File: src/rtl/piso_stream.sv
// Parallel-in serial-out shifter with valid/ready load, per-word bit order and done/busy status.
// Optional even-parity trailer bit when PISO_PARITY_EN is defined.
module piso_stream #(
  parameter int WIDTH = 8
) (
  input  logic             clk,
  input  logic             rst_n,
  input  logic [WIDTH-1:0] parallel_in,
  input  logic             in_valid,
  output logic             in_ready,
  input  logic             lsb_first,
  input  logic             shift_en,
  output logic             serial_out,
  output logic             serial_valid,
  output logic             busy,
  output logic             done
);

`ifdef PISO_PARITY_EN
  localparam int L = WIDTH + 1;
`else
  localparam int L = WIDTH;
`endif
  localparam int CW = $clog2(L + 1);
  localparam logic [CW-1:0] LAST = CW'(L - 1);

  typedef enum logic {IDLE, SHIFT} state_t;

  state_t           state;
  state_t           state_next;
  logic [WIDTH-1:0] shreg;
  logic             order;
  logic [CW-1:0]    cnt;
  logic             load;
  logic             emit;
  logic             last;
  logic             next_bit;
`ifdef PISO_PARITY_EN
  logic             parity;
`endif

  always_ff @(posedge clk) begin
    if (!rst_n) state <= IDLE;
    else        state <= state_next;
  end

  // A new word may be accepted on the very edge that emits the last bit.
  always_comb begin
    state_next = state;
    in_ready   = 1'b0;
    emit       = 1'b0;
    last       = (cnt == LAST);
    case (state)
      IDLE:  in_ready = 1'b1;
      SHIFT: begin
        emit     = shift_en;
        in_ready = shift_en && last;
      end
      default: state_next = IDLE;
    endcase
    if (!rst_n) in_ready = 1'b0;
    load = in_valid && in_ready;
    if (load)              state_next = SHIFT;
    else if (emit && last) state_next = IDLE;
  end

  always_comb begin
    next_bit = order ? shreg[0] : shreg[WIDTH-1];
`ifdef PISO_PARITY_EN
    if (cnt == CW'(WIDTH)) next_bit = parity;
`endif
  end

  // Load overrides the shift/count update when both happen on one edge.
  always_ff @(posedge clk) begin
    if (!rst_n) begin
      shreg        <= '0;
      order        <= 1'b0;
      cnt          <= '0;
      serial_out   <= 1'b0;
      serial_valid <= 1'b0;
      busy         <= 1'b0;
      done         <= 1'b0;
`ifdef PISO_PARITY_EN
      parity       <= 1'b0;
`endif
    end else begin
      done <= 1'b0;
      if (emit) begin
        serial_out   <= next_bit;
        serial_valid <= 1'b1;
        shreg        <= order ? (shreg >> 1) : (shreg << 1);
        cnt          <= last ? '0 : cnt + 1'b1;
        if (last) begin
          done <= 1'b1;
          busy <= 1'b0;
        end
      end else if (state == IDLE && shift_en && !load) begin
        serial_out   <= 1'b0;
        serial_valid <= 1'b0;
      end
      if (load) begin
        shreg <= parallel_in;
        order <= lsb_first;
        cnt   <= '0;
        busy  <= 1'b1;
`ifdef PISO_PARITY_EN
        parity <= ^parallel_in;
`endif
      end
    end
  end

endmodule

File: config.mk
export PLATFORM = sky130hd
export DESIGN_NAME = piso_stream
export DESIGN_NICKNAME = d
export VERILOG_FILES = /design/src/rtl/piso_stream.sv
export SDC_FILE = /design/constraint.sdc
export NUM_CORES = 1
export LEC_CHECK = 0
export CORE_MARGIN = 3
export CORE_UTILIZATION = 44
export CTS_CLUSTER_DIAMETER = 150
export DETAILED_ROUTE_END_ITERATION = 6
export GPL_ROUTABILITY_DRIVEN = 1
export PLACE_DENSITY = 0.72
export SYNTH_ARGS = -nofsm -noshare
export SYNTH_HDL_FRONTEND = slang
export SYNTH_SLANG_ARGS = --single-unit
File: constraint.sdc
create_clock -name clk -period 1.3 [get_ports clk]
set_input_delay 0.26 -clock clk [delete_from_list [all_inputs] [get_ports clk]]
set_output_delay 0.26 -clock clk [all_outputs]
set_load 0.05 [all_outputs]
==> flow_summary.ini, run 1 <==
[final_layout]
nets = 148
fill_cells = 153
syn2layout_area_growth_pct = 44.9
n_antenna_cell = 0
final_area_um2 = 1320
drive_gt1_share_pct = 25.6
utilization_pct = 71.6

[critical_path]
crit_required_ps = 1040
slowest_stage = dfxtp_2
rr_worst_depth = 7
r2r_slack_ps = -90
worstSetupStartpointType = register
r2r-end = shreg[2]
cp_max_fo = 2
cp.arrival_ps = 1260
crit_path_end_kind = output pin
critPathMaxStageDelay_ps = 370
r2r_start = cnt[0]
cpLargestDelayFamily = flip-flops
crit_path_cell_trace = ha_4, nand4b_4, a21boi_4, buf_12
critPathKind = register to output pin
path_buf_inv = 1

[place]
place_congestion = 0.776
dp_hpwl_um = 1450
placed_area_um2 = 1230
place_ws_ps = -350
numPortBuffers = 17

[die]
num_io_pins = 18
die_h_um = 51.4
initial_core_util_pct = 49.4
rows = 15
core_area_um2 = 1840
die_w_um = 51.4
dieArea_um2 = 2650

[job]
maxCapViolCount = 0

[timing]
period_share_pct = 117
post-route-min-period_ps = 1520
tightest_slew_ps = 201
fmax_mhz = 658
setup_viol_count_final = 15
slew_headroom_pct = 86.6
rsz0062_at_grt = true
slew_viol_final = 0
final-hold-violation-count = 0
setup_ws_ps = -219
finClkSkew_ps = 5.73

[route]
antenna_left = 0
wire_per_inst_um = 13.1
drt-initial-drc-count = 11
vias_per_cell = 5.35
drt_pass1_iterations = 4
vias = 846
wirelength_um = 2060
route.detailed.drc = 0

[power_and_ir_drop]
power_mw = 1.22
power.density_nw_per_um2 = 925
ir_worst_vdd_uv = 801
power_leakage_nw = 0.504

[outcome]
status = complete, but fails checks
violations = negative setup slack

[global_route]
grt_usage_pct = 18.2
grt_pass1_vias = 821
grt_max_degree = 20
gr-total-overflow = 0
grt_first_pass_wirelength_um = 3590
antenna_found_initial = 0

[yosys]
synth_seq_cells = 18
synth_warnings = 0
yosys.area.top_type = dfxtp_1
postSynthCellCount = 106
synth_nets = 120
yosysTopAreaCellShare_pct = 39.7
yosysSeqAreaShare_pct = 39.7
synth_area_um2 = 908
synth.distinct_cells = 27
avgSynthCellArea_um2 = 8.57
synthTopCellsByArea = dfxtp_1 40%, o21ai_0 6.6%, nand2_1 6.2%

[cts]
clock-sinks = 18
cts.clk_slew.worst_paths_ps = 100
clk_path_buf_depth = 2
worst_skew_pair.late_latency_ps = 300
h-tree-depth = 1
clockRootBuffer = clkbuf_4
numCtsBuffers = 3
cts_tree = built

[worst_hold_path]
hold_path_startpoint = parallel_in[1]
holdPathEnd = shreg[1]
whs_path_depth = 3
min_path_type = input pin to register
[layer usage]
metal  routed length (µm)  up-vias  track usage [%]
met5                    0        -                0
met4                   24        0             5.24
met3                   97        4             5.83
met2                  975       19             29.7
met1                  965      397             22.8
li1                     -      426                -
[placed cells by master, fill, tap and decap left out, drive strengths merged, types with 3 or more instances in the layout]
master          n
nor2b           3
buf            20
a21boi          4
inv             4
o21ai          14
mux2i           5
dfxtp          18
clkbuf          4
clkdlybuf4s50  11
nand3           9
nand2          15
o211ai          7
[timing repair]
item,CTS,global route
cloned,1,0
setup buffers,1,0
gates resized for setup,7,3
pin swaps,3,1
hold buffers,0,0
setup endpoints to repair,10,16
[metrics by stage]
| stage | setup TNS [ps] | cells | hold WS (ps) |
|---|---|---|---|
| 6_report | -1170 | 158 | 525 |
| 2_1_floorplan | 0 | 106 | 390 |
| 5_1_grt | -2060 | 158 | 543 |
| 3_3_place_gp | -4590 | 152 | 507 |
| 4_1_cts | -1050 | 158 | 526 |
| 3_5_place_dp | -5100 | 152 | 534 |
[synthesized netlist by cell type]
cell,n
buf_4,2
nor2_1,2
nand3_1,9
nand4_1,2
o21ai_1,2
nand2_1,15
o211ai_1,7
xnor2_1,1
buf_2,3
dfxtp_1,18
nand2b_4,1
mux2i_1,5
nand4b_1,1
buf_6,2
o21a_1,1
o21ai_0,12
clkbuf_1,2
xor2_1,2
nor2b_1,3
and2_1,2
inv_1,4
a21oi_1,2
nand4b_2,1
a21boi_2,1
a21boi_0,3
nor3_2,2
ha_1,1
[layout make-up]
| type | count | area, µm² | area share [%] |
|---|---|---|---|
| sequential | 18 | 363 | 27.6 |
| multi-input combinational | 75 | 515 | 39.2 |
| timing repair buffer | 32 | 355 | 27.0 |
| inverter | 4 | 15.0 | 1.14 |
| clock buffer | 4 | 36.3 | 2.76 |
| tap | 25 | 31.3 | 2.38 |
[worst reg2reg max path: cells and delay by family, from the launching register on]
family | cells | cell delay [ps]
compound gates | 2 | 280
buf+inv | 2 | 320
flops | 1 | 370
simple gates | 2 | 190
fa+ha+maj | 1 | 150
[how the worst max path moves through the flow]
stage	from	end	depth (start not counted)
after detailed placement	shift_en	shreg[7]	6
after CTS	cnt[0]	in_ready	4
after global routing	cnt[1]	in_ready	4
after floorplan	cnt[1]	in_ready	3
final	cnt[0]	in_ready	4
after global placement	shift_en	shreg[4]	6
[logic make-up after synthesis]
family / Yosys count / share of synthesized area (%)
adders and majority gates: 1 / 1.38
buffers and inverters: 13 / 8.26
DFF: 18 / 39.7
xor gates and xnor gates: 3 / 2.89
AOI/OAI and AO/OA: 28 / 19.1
and+or+nand+nor: 38 / 23.1
muxes: 5 / 5.51
[where the power goes]
group          switching (mW)  total [mW]  leakage (nW)  internal (mW)
clock                   0.176       0.347        0.0210          0.171
sequential             0.0266       0.609         0.149          0.582
combinational           0.121       0.262         0.334          0.141
total                   0.324        1.22         0.504          0.894
[flip-flops by register name (all words and copies together), names as in the netlist]
| register | count |
|---|---|
| shreg | 8 |
| cnt | 4 |
| busy | 1 |
| done | 1 |
| order | 1 |
| serial_out | 1 |
| serial_valid | 1 |
| state | 1 |
(Power assumes the default switching activity.)
==> run 2: changes to the inputs <==
Settings changed: CORE_MARGIN 3 to 1.
==> run 2 against run 1 <==
Highest routed layer unchanged. Setup slack improved by 3.7 ps. Clock skew fell by 2.7 ps. Fmax grew 0.24%. Largest power group unchanged. Critical path depth unchanged. Largest cell class unchanged. Final area is 5.2% higher. Combinational power is 8.4% higher. The flow still finishes with violations (negative setup slack). Count of clock-buffer cells in the layout unchanged. Wire length rose by 2.7%.
==> flow_summary.ini, run 2 (synthesized netlist as in run 1, its figures left out) <==
[cts]
h-tree-depth = 1
worst_skew_pair.late_latency_ps = 300
cts_tree = built
clock-sinks = 18
numCtsBuffers = 3
clockRootBuffer = clkbuf_4
cts.clk_slew.worst_paths_ps = 100
cts_hold_buf = 0
clk_path_buf_depth = 2

[final_layout]
nets = 153
largest_reg_flops = 8
n_antenna_cell = 0
regMostFlops = shreg
drive_gt1_share_pct = 28.3
utilization_pct = 71.3
reg_top3 = shreg x8, cnt x4
final_cell_mix = 16 x dfxtp_1, 16 x buf_4, 15 x nand2_1
instances_no_fill = 165
syn2layout_area_growth_pct = 52.5

[place]
dp.cells = 157
place_congestion = 0.759
numPortBuffers = 17
place_ws_ps = -355
dp_hpwl_um = 1390

[power_and_ir_drop]
power_frac_seq_pct = 48.8
p_int_uw = 914
pwr-share-clk_pct = 28.6
power_leakage_nw = 0.546
p_sw_uw = 338
power.density_nw_per_um2 = 904
ir_worst_vdd_uv = 780
pwr-share-comb_pct = 22.7
swShare_pct = 27.0

[die]
dieArea_um2 = 2250
num_io_pins = 18
die_h_um = 47.4
core_area_um2 = 1940
rows = 16
die_w_um = 47.4
initial_core_util_pct = 46.8

[route]
vias_per_cell = 5.25
drt_pass1_iterations = 4
drt-initial-drc-count = 9
vias = 866
wirelength_um = 2120
route.detailed.drc = 0
wire_per_inst_um = 12.8
antenna_left = 0

[global_route]
gr-total-overflow = 0
grt_first_pass_wirelength_um = 3220
grt_pass1_vias = 759
grt_max_degree = 16
grt_usage_pct = 21.2
antenna_found_initial = 0

[critical_path]
crit_path_end_kind = output pin
crit_path_cell_trace = ha_4, nand4b_4, a21boi_4, buf_12
critPathMaxStageDelay_ps = 370
cpLargestDelayFamily = flip-flops
cp.arrival_ps = 1260
r2r_slack_ps = -160
rr_worst_depth = 8
r2r_start = cnt[1]
slowest_stage = dfxtp_2
cp_max_fo = 2
crit_required_ps = 1040
critPathKind = register to output pin
worstSetupStartpointType = register
path_buf_inv = 1
startpoint = cnt[1]
r2r-end = shreg[5]

[timing]
fmax_mhz = 660
slew_viol_final = 0
rsz0062_at_grt = true
fin_setup_tns_ps = -1840
slew_headroom_pct = 77.1
setup_viol_count_final = 15
final-hold-violation-count = 0
setup_ws_ps = -215
tightest_slew_ps = 343
period_share_pct = 117
finClkSkew_ps = 3.01
post-route-min-period_ps = 1520

[worst_hold_path]
whs_path_depth = 4
holdPathEnd = serial_valid
hold_path_startpoint = shift_en
min_path_type = input pin to register

[outcome]
status = complete, but fails checks
violations = negative setup slack

[job]
maxCapViolCount = 0
==> run 2: changes by cell type in the layout (fill, tap and decap cells not counted), sizes merged <==
cell,previous run,this run
buf,20,25
dlygate4sd2,1,0
dlymetal6s2s,0,1
==> run 2: what timing repair did <==
action / in CTS / in global routing
gates resized for setup: 5 / 3
cloned: 1 / 0
hold endpoints to repair: 0 / 0
pin swaps: 3 / 3
buffers inserted: 2 / 1
setup endpoints to repair: 15 / 17
==> run 2: power by group through the flow <==
stage | clock network [mW] | registers (mW) | logic [mW]
CTS | 0.372 | 0.611 | 0.279
floorplan | 0 | 0.627 | 0.130
global placement | 0 | 0.620 | 0.246
global route | 0.383 | 0.614 | 0.305
finish | 0.358 | 0.611 | 0.284
detailed placement | 0 | 0.621 | 0.250
==> run 2: metrics by stage <==
| stage | cell area, µm² | power (mW) | hold WS (ps) |
|---|---|---|---|
| floorplan | 937 | 0.758 | 390 |
| global placement | 1260 | 0.866 | 511 |
| detailed placement | 1260 | 0.871 | 516 |
| CTS | 1370 | 1.26 | 512 |
| global route | 1390 | 1.30 | 514 |
| finish | 1390 | 1.25 | 512 |
==> run 2: layer usage <==
layer / up-vias / track usage (%) / share of wire (%) / wire (µm)
met4: 0 / 12.0 / 2.1 / 44
met3: 4 / 4.91 / 3.5 / 74
li1: 438 / - / - / -
met1: 405 / 26.1 / 45 / 943
met2: 19 / 34.0 / 50 / 1060
met5: - / 0 / 0 / 0
==> run 2: tightest hold or removal path, cell delays in order <==
cell and delay (ps):
dlymetal6s2s_1 170, buf_4 170, nand2_1 90, a21boi_0 80
==> run 2: final cells by class <==
class                      count  area [µm²]
inverter                       4        15.0
sequential                    18         363
fill                         161         557
tap                           27        33.8
timing repair buffer          37         422
clock buffer                   4        36.3
multi-input combinational     75         515
==> run 2: worst max path at each step <==
stage | endpoint | depth (start not counted)
2_1_floorplan | in_ready | 3
3_3_place_gp | shreg[2] | 6
3_5_place_dp | shreg[4] | 6
4_1_cts | in_ready | 4
5_1_grt | in_ready | 4
6_report | in_ready | 4
==> run 3: changes to the inputs <==
Settings changed: CORE_ASPECT_RATIO from default to 1.75, CORE_UTILIZATION 44 to 35, PLACE_DENSITY 0.72 to default.
==> run 3 against run 2 <==
The run still ends with negative setup slack left. Critical path depth increased by 1. Flip-flop and latch count is the same. First-iteration DRC count increased by 130%. Register-to-register slack about the same. Sequential power shrank 0.8%. Sequential share of layout area stayed put. Critical endpoint unchanged.
==> flow_summary.ini, run 3 (synthesized netlist as in run 1, its figures left out) <==
[outcome]
status = complete, but fails checks
violations = negative setup slack

[final_layout]
final_common_cell = dfxtp_1
regMostFlops = shreg
n_antenna_cell = 0
final_cell_mix = 16 x dfxtp_1, 15 x nand2_1, 13 x buf_4
largest_reg_flops = 8
instances_no_fill = 163
reg_top3 = shreg x8, cnt x4
syn2layout_area_growth_pct = 52.5
final_area_um2 = 1390
nets = 153
drive_gt1_share_pct = 27.7

[die]
initial_core_util_pct = 36.9
rows = 24
die_h_um = 69.4
die_w_um = 40.5
dieArea_um2 = 2810
num_io_pins = 18
core_area_um2 = 2460

[timing]
rsz0062_at_grt = true
post-route-min-period_ps = 1570
slew_viol_final = 0
final-hold-violation-count = 0
slew_headroom_pct = 87.3
fmax_mhz = 638
fin_setup_tns_ps = -2250
setup_viol_count_final = 15
finClkSkew_ps = 6.07
tightest_slew_ps = 188
setup_ws_ps = -268
period_share_pct = 121

[cts]
cts.clk_slew.worst_paths_ps = 70
clock-sinks = 18
h-tree-depth = 1
worst_skew_pair.late_latency_ps = 250
cts_hold_buf = 0
cts_tree = built
clockRootBuffer = clkbuf_8
clk_path_buf_depth = 2
numCtsBuffers = 3

[route]
vias_per_cell = 5.20
drt_pass1_iterations = 4
drt-initial-drc-count = 21
antenna_left = 0
wire_per_inst_um = 12.8
route.detailed.drc = 0
vias = 847
wirelength_um = 2090

[global_route]
grt_pass1_vias = 858
antenna_found_initial = 0
grt_usage_pct = 16.8
gr-total-overflow = 0
grt_max_degree = 16
grt_first_pass_wirelength_um = 3430

[critical_path]
critPathMaxStageDelay_ps = 350
slowest_stage = dfxtp_2
crit_path_cell_trace = ha_4, nand4b_4, buf_12, a21boi_4, buf_12
crit_path_end_kind = output pin
crit_top_cell = buf_12
cp.arrival_ps = 1310
cp_max_fo = 2
cpLargestDelayFamily = flip-flops
crit_required_ps = 1040
worstSetupStartpointType = register
critPathKind = register to output pin
path_buf_inv = 2

[place]
place_ws_ps = -359
placed_area_um2 = 1270
place_congestion = 0.739
numPortBuffers = 17
dp_hpwl_um = 1550
dp.cells = 156

[power_and_ir_drop]
pwr-share-clk_pct = 30.4
p_int_uw = 935
p_sw_uw = 324
ir_worst_vdd_uv = 927
power_leakage_nw = 0.537
power.density_nw_per_um2 = 909
pwr-share-comb_pct = 21.4
power_frac_seq_pct = 48.2
power_mw = 1.26
swShare_pct = 25.7

[worst_hold_path]
min_path_type = register to register

[job]
maxCapViolCount = 0
## run 3: cell count changes in the layout (fill, tap and decap cells not counted), moves of 2 or more
cell / change
o21ai_1: +3
buf_6: +4
buf_4: -3
o21ai_0: -3
clkbuf_8: +2
clkbuf_4: -3
## run 3: final cells by class
| cell class | instances | area (µm²) |
|---|---|---|
| clock buffer | 3 | 41.3 |
| fill | 224 | 1080 |
| inverter | 4 | 15.0 |
| multi-input combinational | 75 | 520 |
| sequential | 18 | 363 |
| tap | 26 | 32.5 |
| timing repair buffer | 37 | 413 |
## run 3: worst min-delay path, delay by kind of cell, from the launching register on
kind / cells / cell delay [ps]
compound gates: 2 / 150
flops: 1 / 330
## run 3: worst paths after layout
check / startpoint / endpoint / slack [ps] / cells after the start
setup / recovery: cnt[0] / in_ready / -270 / 5
setup reg to reg: cnt[0] / shreg[1] / -170 / 8
hold reg to reg: serial_out / serial_out / 530 / 2
hold / removal: serial_out / serial_out / 530 / 2
## run 3: what timing repair did
action	CTS	global route
endpoints found under the setup margin	14	16
resized for setup	7	8
pin swaps	1	1
setup buffers	2	2
## run 3: layer usage
layer	wire length [µm]	track usage, %	vias to the layer above
met3	40	1.92	6
met2	1160	29.5	14
met1	844	18.1	397
li1	-	-	430
met5	0	0	-
met4	46	7.41	0
## run 3: metrics by stage
step / util [%] / hold WS, ps
detailed placement: 51.6 / 524
global placement: 51.6 / 513
finish: 56.3 / 529
floorplan: - / 390
global route: 56.3 / 550
CTS: 54.9 / 534
## run 3: power by group through the flow
stage	clock, mW	combinational, mW	sequential [mW]
CTS	0.395	0.259	0.607
global placement	0	0.252	0.617
detailed placement	0	0.255	0.618
floorplan	0	0.130	0.627
global route	0.417	0.292	0.609
finish	0.383	0.269	0.606
